===== config.mk =====
export PLATFORM = sky130hd
export DESIGN_NAME = adv7280a_mode_ctrl
export DESIGN_NICKNAME = d
export VERILOG_FILES = /design/src/rtl/adv7280a_mode_ctrl.sv
export SDC_FILE = /design/constraint.sdc
export NUM_CORES = 1
export LEC_CHECK = 0
export ABC_AREA = 1
export CAP_MARGIN = 20
export CORE_MARGIN = 8
export CORE_UTILIZATION = 30
export CTS_CLUSTER_DIAMETER = 100
export DETAILED_ROUTE_END_ITERATION = 8
export GPL_TIMING_DRIVEN = 0
export SETUP_SLACK_MARGIN = 0.05
export SLEW_MARGIN = 15
export SYNTH_ARGS = -nofsm -noshare
export SYNTH_HDL_FRONTEND = slang
export SYNTH_SLANG_ARGS = --single-unit

===== constraint.sdc =====
create_clock -name PCLK_i -period 3.48 [get_ports PCLK_i]
set_input_delay 0.87 -clock PCLK_i [delete_from_list [all_inputs] [get_ports PCLK_i]]
set_output_delay 0.87 -clock PCLK_i [all_outputs]
set_load 0.1 [all_outputs]

===== src/rtl/adv7280a_mode_ctrl.sv =====
// Timing-mode controller for the ADV7280A frontend: measures HS period and frame
// line count, classifies NTSC/PAL with lock hysteresis, and drives the hv_in_config words.
module adv7280a_mode_ctrl #(
  parameter int unsigned STABLE_FRAMES = 4,
  parameter int unsigned MISS_FRAMES   = 3,
  parameter int unsigned TIMEOUT_LINES = 1024,
  parameter int unsigned HP_MIN        = 1600,
  parameter int unsigned HP_MAX        = 1850,
  parameter int unsigned HP_SPLIT      = 1722
) (
  input  logic        PCLK_i,
  input  logic        reset_n,
  input  logic        HS_i,
  input  logic        frame_change_i,
  input  logic [10:0] vtotal_i,
  input  logic        interlace_i,
  input  logic [1:0]  mode_force_i,
  output logic [31:0] hv_in_config,
  output logic [31:0] hv_in_config2,
  output logic [31:0] hv_in_config3,
  output logic        mode_pal_o,
  output logic        locked_o,
  output logic        mode_change_o
);

  localparam int unsigned HW = 12;
  localparam int unsigned CW = 4;
  localparam int unsigned LW = 16;
  localparam logic [HW-1:0] HCNT_MAX = '1;

  localparam logic [31:0] NTSC_CFG1 = {8'd62, 12'd720, 12'd858};
  localparam logic [31:0] NTSC_CFG2 = {2'b0, 9'd15, 12'b0, 9'd57};
  localparam logic [31:0] NTSC_CFG3 = {4'b0, 12'd0, 4'd3, 12'd240};
  localparam logic [31:0] PAL_CFG1  = {8'd63, 12'd720, 12'd864};
  localparam logic [31:0] PAL_CFG2  = {2'b0, 9'd19, 12'b0, 9'd69};
  localparam logic [31:0] PAL_CFG3  = {4'b0, 12'd0, 4'd3, 12'd288};

  typedef enum logic [1:0] {
    ST_UNLOCKED  = 2'd0,
    ST_CANDIDATE = 2'd1,
    ST_LOCKED    = 2'd2
  } state_e;

  state_e        state_q;
  logic          hs_q;
  logic [HW-1:0] hcnt_q;
  logic [HW-1:0] hper_q;
  logic [LW-1:0] line_q;
  logic          cand_q;
  logic [CW-1:0] stable_q;
  logic [CW-1:0] miss_q;
  logic          enter_q;
  logic          pal_q;
  logic          mc_q;
  logic          locked_q;
  logic [31:0]   cfg1_q, cfg2_q, cfg3_q;

  logic          hs_rise;
  logic          hp_valid;
  logic          cls_pal;
  logic [10:0]   vt_lo, vt_hi;
  logic          frame_ok;
  logic          timeout;
  logic          pal_d;

  // Frame classification, line timeout and the next config selection.
  always_comb begin
    hs_rise  = HS_i & ~hs_q;
    hp_valid = (32'(hper_q) >= HP_MIN) && (32'(hper_q) <= HP_MAX);
    cls_pal  = 32'(hper_q) >= HP_SPLIT;
    vt_lo    = 11'd260;
    vt_hi    = 11'd264;
    case ({cls_pal, interlace_i})
      2'b01:   begin vt_lo = 11'd520; vt_hi = 11'd530; end
      2'b10:   begin vt_lo = 11'd310; vt_hi = 11'd314; end
      2'b11:   begin vt_lo = 11'd620; vt_hi = 11'd630; end
      default: begin vt_lo = 11'd260; vt_hi = 11'd264; end
    endcase
    frame_ok = hp_valid && (vtotal_i >= vt_lo) && (vtotal_i <= vt_hi);
    timeout  = hs_rise && ((32'(line_q) + 32'd1) >= TIMEOUT_LINES);
    pal_d    = pal_q;
    if (mode_force_i == 2'b01)      pal_d = 1'b0;
    else if (mode_force_i == 2'b10) pal_d = 1'b1;
    else if (enter_q)               pal_d = cand_q;
  end

  always_ff @(posedge PCLK_i or negedge reset_n) begin
    if (!reset_n) begin
      state_q  <= ST_UNLOCKED;
      hs_q     <= 1'b0;
      hcnt_q   <= '0;
      hper_q   <= '0;
      line_q   <= '0;
      cand_q   <= 1'b0;
      stable_q <= '0;
      miss_q   <= '0;
      enter_q  <= 1'b0;
      pal_q    <= 1'b0;
      mc_q     <= 1'b0;
      locked_q <= 1'b0;
      cfg1_q   <= NTSC_CFG1;
      cfg2_q   <= NTSC_CFG2;
      cfg3_q   <= NTSC_CFG3;
    end else begin
      hs_q    <= HS_i;
      enter_q <= 1'b0;
      if (hs_rise) begin
        hper_q <= hcnt_q;
        hcnt_q <= HW'(1);
      end else if (hcnt_q != HCNT_MAX) begin
        hcnt_q <= hcnt_q + HW'(1);
      end

      // Timeout wins over any frame event in the same cycle.
      if (timeout) begin
        state_q  <= ST_UNLOCKED;
        line_q   <= '0;
        stable_q <= '0;
        miss_q   <= '0;
        locked_q <= 1'b0;
      end else begin
        if (frame_change_i) line_q <= '0;
        else if (hs_rise)   line_q <= line_q + LW'(1);

        if (frame_change_i) begin
          case (state_q)
            ST_UNLOCKED: begin
              if (frame_ok) begin
                cand_q   <= cls_pal;
                stable_q <= CW'(1);
                if (STABLE_FRAMES <= 1) begin
                  state_q  <= ST_LOCKED;
                  miss_q   <= '0;
                  enter_q  <= 1'b1;
                  locked_q <= 1'b1;
                end else begin
                  state_q <= ST_CANDIDATE;
                end
              end
            end
            ST_CANDIDATE: begin
              if (!frame_ok) begin
                state_q  <= ST_UNLOCKED;
                stable_q <= '0;
              end else if (cls_pal == cand_q) begin
                stable_q <= stable_q + CW'(1);
                if ((32'(stable_q) + 32'd1) >= STABLE_FRAMES) begin
                  state_q  <= ST_LOCKED;
                  miss_q   <= '0;
                  enter_q  <= 1'b1;
                  locked_q <= 1'b1;
                end
              end else begin
                cand_q   <= cls_pal;
                stable_q <= CW'(1);
              end
            end
            ST_LOCKED: begin
              if (frame_ok && (cls_pal == cand_q)) begin
                miss_q <= '0;
              end else if ((32'(miss_q) + 32'd1) >= MISS_FRAMES) begin
                state_q  <= ST_UNLOCKED;
                miss_q   <= '0;
                stable_q <= '0;
                locked_q <= 1'b0;
              end else begin
                miss_q <= miss_q + CW'(1);
              end
            end
            default: begin
              state_q  <= ST_UNLOCKED;
              locked_q <= 1'b0;
            end
          endcase
        end
      end

      // Config words only move together with the mode_change pulse.
      mc_q   <= pal_d != pal_q;
      pal_q  <= pal_d;
      cfg1_q <= pal_d ? PAL_CFG1 : NTSC_CFG1;
      cfg2_q <= pal_d ? PAL_CFG2 : NTSC_CFG2;
      cfg3_q <= pal_d ? PAL_CFG3 : NTSC_CFG3;
    end
  end

  assign hv_in_config  = cfg1_q;
  assign hv_in_config2 = cfg2_q;
  assign hv_in_config3 = cfg3_q;
  assign mode_pal_o    = pal_q;
  assign locked_o      = locked_q;
  assign mode_change_o = mc_q;

endmodule


# Word-level counts from Yosys, hierarchy flattened
# Index checks and enable logic that the tools add are counted.
# W data, S select, Z words.
dict set report totals {
  register_bits 121
  latchBits 0
  ramBits 0
  mem_bits_ro 0
  in_bits 18
  out_inout_bits 99
  elab_cells 128
  mem_count 0
}
dict set report classes {
  add_sub_neg 7
  multipliers 0
  div_mod_pow 0
  order_cmp 8
  n_eq_ne 22
  n_shift 0
  n_mux 56
  n_bitwise 3
  n_reduce_logical 17
}
# operator n
set ops {}
lappend ops {{$pmux W10 S3} 2}
lappend ops {{$mux W4} 14}
lappend ops {{$mux W16} 3}
lappend ops {{$mux W26} 1}
lappend ops {{$mux W25} 1}
lappend ops {{$ge A12 B11 Y1 const B} 2}
lappend ops {{$mux W12} 2}
lappend ops {{$mux W1} 19}
lappend ops {{$ne A3 B3 Y1 const B} 6}
lappend ops {{$add A16 B1 Y17 const B} 1}
lappend ops {{$ge A17 B11 Y1 const B} 1}
lappend ops {{$add A16 B1 Y16 const B} 1}
lappend ops {{$mux W2} 8}
lappend ops {{$add A12 B1 Y12 const B} 1}
lappend ops {{$le A12 B11 Y1 const B} 1}
lappend ops {{$ne A12 B12 Y1 const B} 1}
lappend ops {{$pmux W4 S3} 1}
lappend ops {{$reduce_and A6 Y1} 2}
lappend ops {{$ge A11 B11 Y1} 1}
lappend ops {{$le A11 B11 Y1} 1}
lappend ops {{$add A4 B1 Y5 const B} 2}
lappend ops {{$reduce_and A5 Y1} 2}
lappend ops {{$mux W9} 1}
lappend ops {{$add A4 B1 Y4 const B} 2}
lappend ops {{20 further kinds} 37}

# Logic depth before layout (Yosys ltp)
dict set report logic_depth {
  depth_word 11
  mapped_depth 23
  mapped_depth_nobuf 23
}

# Worst setup path before layout
# OpenSTA, ideal clock, no wires.
dict set report synth_path {
  path_type {reg-to-reg}
  startpoint {reg hper_q[11]}
  endpoint {reg cand_q}
  arrival_time_ns 2.531
  required_time_ns 3.363
  slack_ns 0.832
  stages_incl_launch_ff 18
  path_buffers 0
  path_cell_list {dfrtp_1 -> nor2_1 -> nand2_1 -> nor2_1 -> nand2_1 -> nand2_1 -> nand2_1 -> ha_1 -> a21oi_1 -> nand2_1 -> nor2_1 -> nand3_1 -> nand2_1 -> nand3_1 -> o21ai_0 -> nand4_1 -> o21ai_1 -> inv_1}
}
dict set report synth_via {
  elab_chain_len 8
}
# item line
set synth_rtl {}
lappend synth_rtl {{start, declared} 47} ;# logic [HW-1:0] hper_q;
lappend synth_rtl {{start signal, assigned} 108} ;# hper_q <= hcnt_q;
lappend synth_rtl {{$ge A12 B11 Y1} 70} ;# cls_pal = 32'(hper_q) >= HP_SPLIT;
lappend synth_rtl {{$eq A2 B2 Y1 or $eq A2 B1 Y1 (tied branches)} 73} ;# case ({cls_pal, interlace_i})
lappend synth_rtl {{$pmux W10 S3} 73}
lappend synth_rtl {{$ge A11 B11 Y1} 79} ;# frame_ok = hp_valid && (vtotal_i >= vt_lo) && (vtotal_i <= vt_hi);
lappend synth_rtl {{$logic_and A1 B1 Y1 (2 in series)} 79}
lappend synth_rtl {{$ne A2 B2 Y1 (no source line)} --}
lappend synth_rtl {{$reduce_and A6 Y1 (no source line)} --}
lappend synth_rtl {{end signal, assigned} 129} ;# cand_q <= cls_pal;
lappend synth_rtl {{end signal, assigned} 154} ;# cand_q <= cls_pal;
lappend synth_rtl {{end, declared} 49} ;# logic cand_q;
# Several ways; a longest one is shown, not always the timed one. The select of a mux whose other input is x is not followed.
# A chain may end at the register's enable or synchronous reset.

# Worst setup path after layout
dict set report layout_path {
  startpoint {reg cfg3_q[7] (netlist: hv_in_config3[7])}
  endpoint {out hv_in_config3[7]}
}
# item line
set layout_lines {}
lappend layout_lines {{start, declared} 56} ;# logic [31:0] cfg1_q, cfg2_q, cfg3_q;
lappend layout_lines {{start signal, assigned} 183} ;# cfg3_q <= pal_d ? PAL_CFG3 : NTSC_CFG3;
lappend layout_lines {{end, declared} 20} ;# output logic [31:0] hv_in_config3,
# No word-level cell between the ends.

==> summary.txt <==
Final layout
  – Fillcell total: 1504
  – Area growth syn-to-layout: 27.5%
  – Nets: 757
  – ANT cells: 0
  – Share of layout cells above drive strength 1: 0.199

Routing
  – Iteration-0 DRC Markers: 154
  – Number of detailed-route iterations in the first pass: 4
  – Routed wire length: 9240 microns
  – Number of remaining DRC errors: 0
  – Antenna-violating nets left: 0
  – Detailed-route via count: 3627
  – Routed len/inst: 10.2 microns
  – Vias per Instance: 4.00

Worst setup path
  – Crit Path Class: reg -> out
  – CP required: 2610 ps
  – R2R Path End: stable_q[3]
  – R2R setup slack: 480 ps
  – Crit path to: hv_in_config3[7]
  – CP arrival: 2230 ps
  – Startpoint type of the worst setup path: flip-flop
  – Crit Path Max Fanout: 11
  – R2R depth: 21
  – Setup crit start: hv_in_config3[7]
  – Crit. End Element: output port
  – Reg-to-Reg Start: hper_q[11]

STA
  – Slew @ Worst Pin: 985 ps
  – Final setup margin: 383 ps
  – Setup tns final: 0 ps
  – Worst Hold Slack: 469 ps
  – Fin. max-slew vios: 0
  – Unrepaired setup endpoints after global routing: no
  – Fmax: 323 MHz
  – Crit path time final: 3100 ps
  – Final hold vios: 0
  – Final Setup Violations: 0
  – Fin crit share: 0.890
  – Fin Clk Skew: 6.01 ps
  – Worst rel slew slack: 0.341

CTS
  – Post-CTS Setup Inserts: 0
  – CTS max path bufs: 2
  – Worst skew pair latency: 320 ps
  – CTS clk-pin slew, worst paths: 50 ps
  – Clock Sinks: 57
  – CTS tree: yes
  – CTS Buf Count: 9
  – H-tree depth: 3
  – CTS root buf: clkbuf_16

Pwr
  – Peak supply drop: 0.231 mV
  – Static Leak: 2.84 nW
  – Pwr dens: 516 nW/um^2

Synth
  – Most common flop cell mapped by yosys: dfrtp_1
  – Post-synthesis instance total: 592
  – Post-synth cell types: 39
  – Top cell type's share of synthesized area: 0.319
  – Cell taking the most area after synthesis: dfrtp_1
  – Ys async rst share: 1.00
  – Synth area leaders: dfrtp_1 32%, buf_4 16%, nand2_1 10%
  – Yosys warning count: 0
  – Post-synth design cell area: 4400 sq um
  – Syn avg cell area: 7.42 sq um
  – Number of synthesized flops with an enable pin: 0
  – Count of state elements after synthesis: 57
  – Register area share after synthesis: 0.325

Floorplan
  – Core ar.: 14400 sq um
  – Die Area: 18800 sq um
  – Die height: 137 microns
  – Die X: 137 microns
  – Initial Util: 0.305
  – Std cell rows: 44
  – Boundary Pins: 117

Run
  – Maxcap violations: 0

Placement
  – Placer Congestion: 0.800
  – PortBufs: 37
  – DP HPWL: 7340 microns
  – Setup slack at placement: -164 ps

Worst hold path
  – Worst Hold Class: reg -> reg
  – Min-Delay Path Depth: 2

Global route
  – Gr usage total: 0.0989
  – Pin count of the biggest net entering global routing: 58
  – First-pass GRT wire length: 15400 microns
  – Congestion Overflow GR: 0
  – Initial antenna violation count: 0
  – Vias in the first global route: 3410

Status
  – Status: finished clean
## cells by family after synthesis
| logic type | synth area share |
|---|---|
| muxes | 0.00228 |
| other | 0.00171 |
| DFF | 0.325 |
| AOI/OAI and AO/OA | 0.0857 |
| and+or+nand+nor | 0.279 |
| adders and majority gates | 0.0626 |
| xor gates and xnor gates | 0.0139 |
| buffers and inverters | 0.230 |
## sequential cells by signal, summed over array words and instances (netlist names)
name,flops
line_q,16
hcnt_q,12
hper_q,12
miss_q,4
stable_q,4
state_q,2
cand_q,1
enter_q,1
hs_q,1
hv_in_config3,1
hv_in_config,1
locked_o,1
mode_change_o,1
## power by group
group | switching, mW | internal, mW | total, mW
Clock | 0.303 | 0.622 | 0.925
Sequential | 0.0581 | 0.733 | 0.791
Combinational | 0.891 | 0.282 | 1.17
## Yosys cell counts (6+ instances only)
library cell / n
ha_1: 22
nor2_1: 66
a21oi_1: 9
nand3_1: 32
o21ai_0: 34
buf_4: 95
xor2_1: 7
nand2_1: 121
o21ai_1: 9
nand4_1: 10
nor3_1: 7
nor2_2: 6
inv_1: 68
dfrtp_1: 56
## cells in the final DEF (no fill, tap or decap), drive strengths merged, types with 4 or more instances in the layout
cell type / Yosys / final
clkdlybuf4s50: 0 / 36
o21ai: 44 / 44
nor3: 7 / 7
buf: 97 / 98
nor2: 77 / 77
o22ai: 4 / 4
nand3: 37 / 37
nand4: 10 / 10
a21oi: 9 / 9
conb: 2 / 79
clkbuf: 4 / 14
nand2: 131 / 131
inv: 69 / 69
ha: 22 / 22
xor2: 7 / 7
dfrtp: 56 / 56
## stage by stage
stage / power [mW] / util / area [sq um] / instances
final: 2.89 / 0.388 / 5600 / 906
after global routing: 3.03 / 0.388 / 5600 / 906
after CTS: 2.91 / 0.388 / 5590 / 906
after detailed placement: 1.97 / 0.366 / 5280 / 890
after global placement: 1.97 / 0.366 / 5290 / 890
after floorplan: 1.79 / - / 4680 / 669
## repair_timing
item                                    4_1_cts  5_1_grt
endpoints found under the setup margin        0        7
hold buffers                                  0        0
gates resized for setup                       0        3
## critical path, cell delays in order (launching register included)
cell	delay [ps]
dfstp_2	630
buf_4	140
clkdlybuf4s50_1	1130
## how the worst min path moves through the flow
stage / to / slack (ps) / start
floorplan: miss_q[3] / 440 / miss_q[3]
global route: miss_q[3] / 490 / miss_q[3]
detailed placement: miss_q[3] / 460 / miss_q[3]
global placement: hper_q[5] / 460 / hper_q[5]
CTS: miss_q[3] / 480 / miss_q[3]
finish: miss_q[3] / 470 / miss_q[3]
## area by class of cell
cell class                      count  area (sq um)  share of cell area
Inverter                           69           259              0.0462
Sequential cell                    57          1430               0.255
Clock buffer                       10           229              0.0409
Multi-Input combinational cell    442          2250               0.402
Clock inverter                      6          82.6              0.0147
Timing Repair Buffer               37           368              0.0657
Tap cell                          184           230              0.0411
Buffer                            101           753               0.134
## routing by layer
layer	routed length, microns	global-route usage
met1	4090	0.123
met5	0	0
met2	4160	0.160
met4	130	0.0362
met3	862	0.0257
Note: power is estimated with default switching activity, not from simulation.
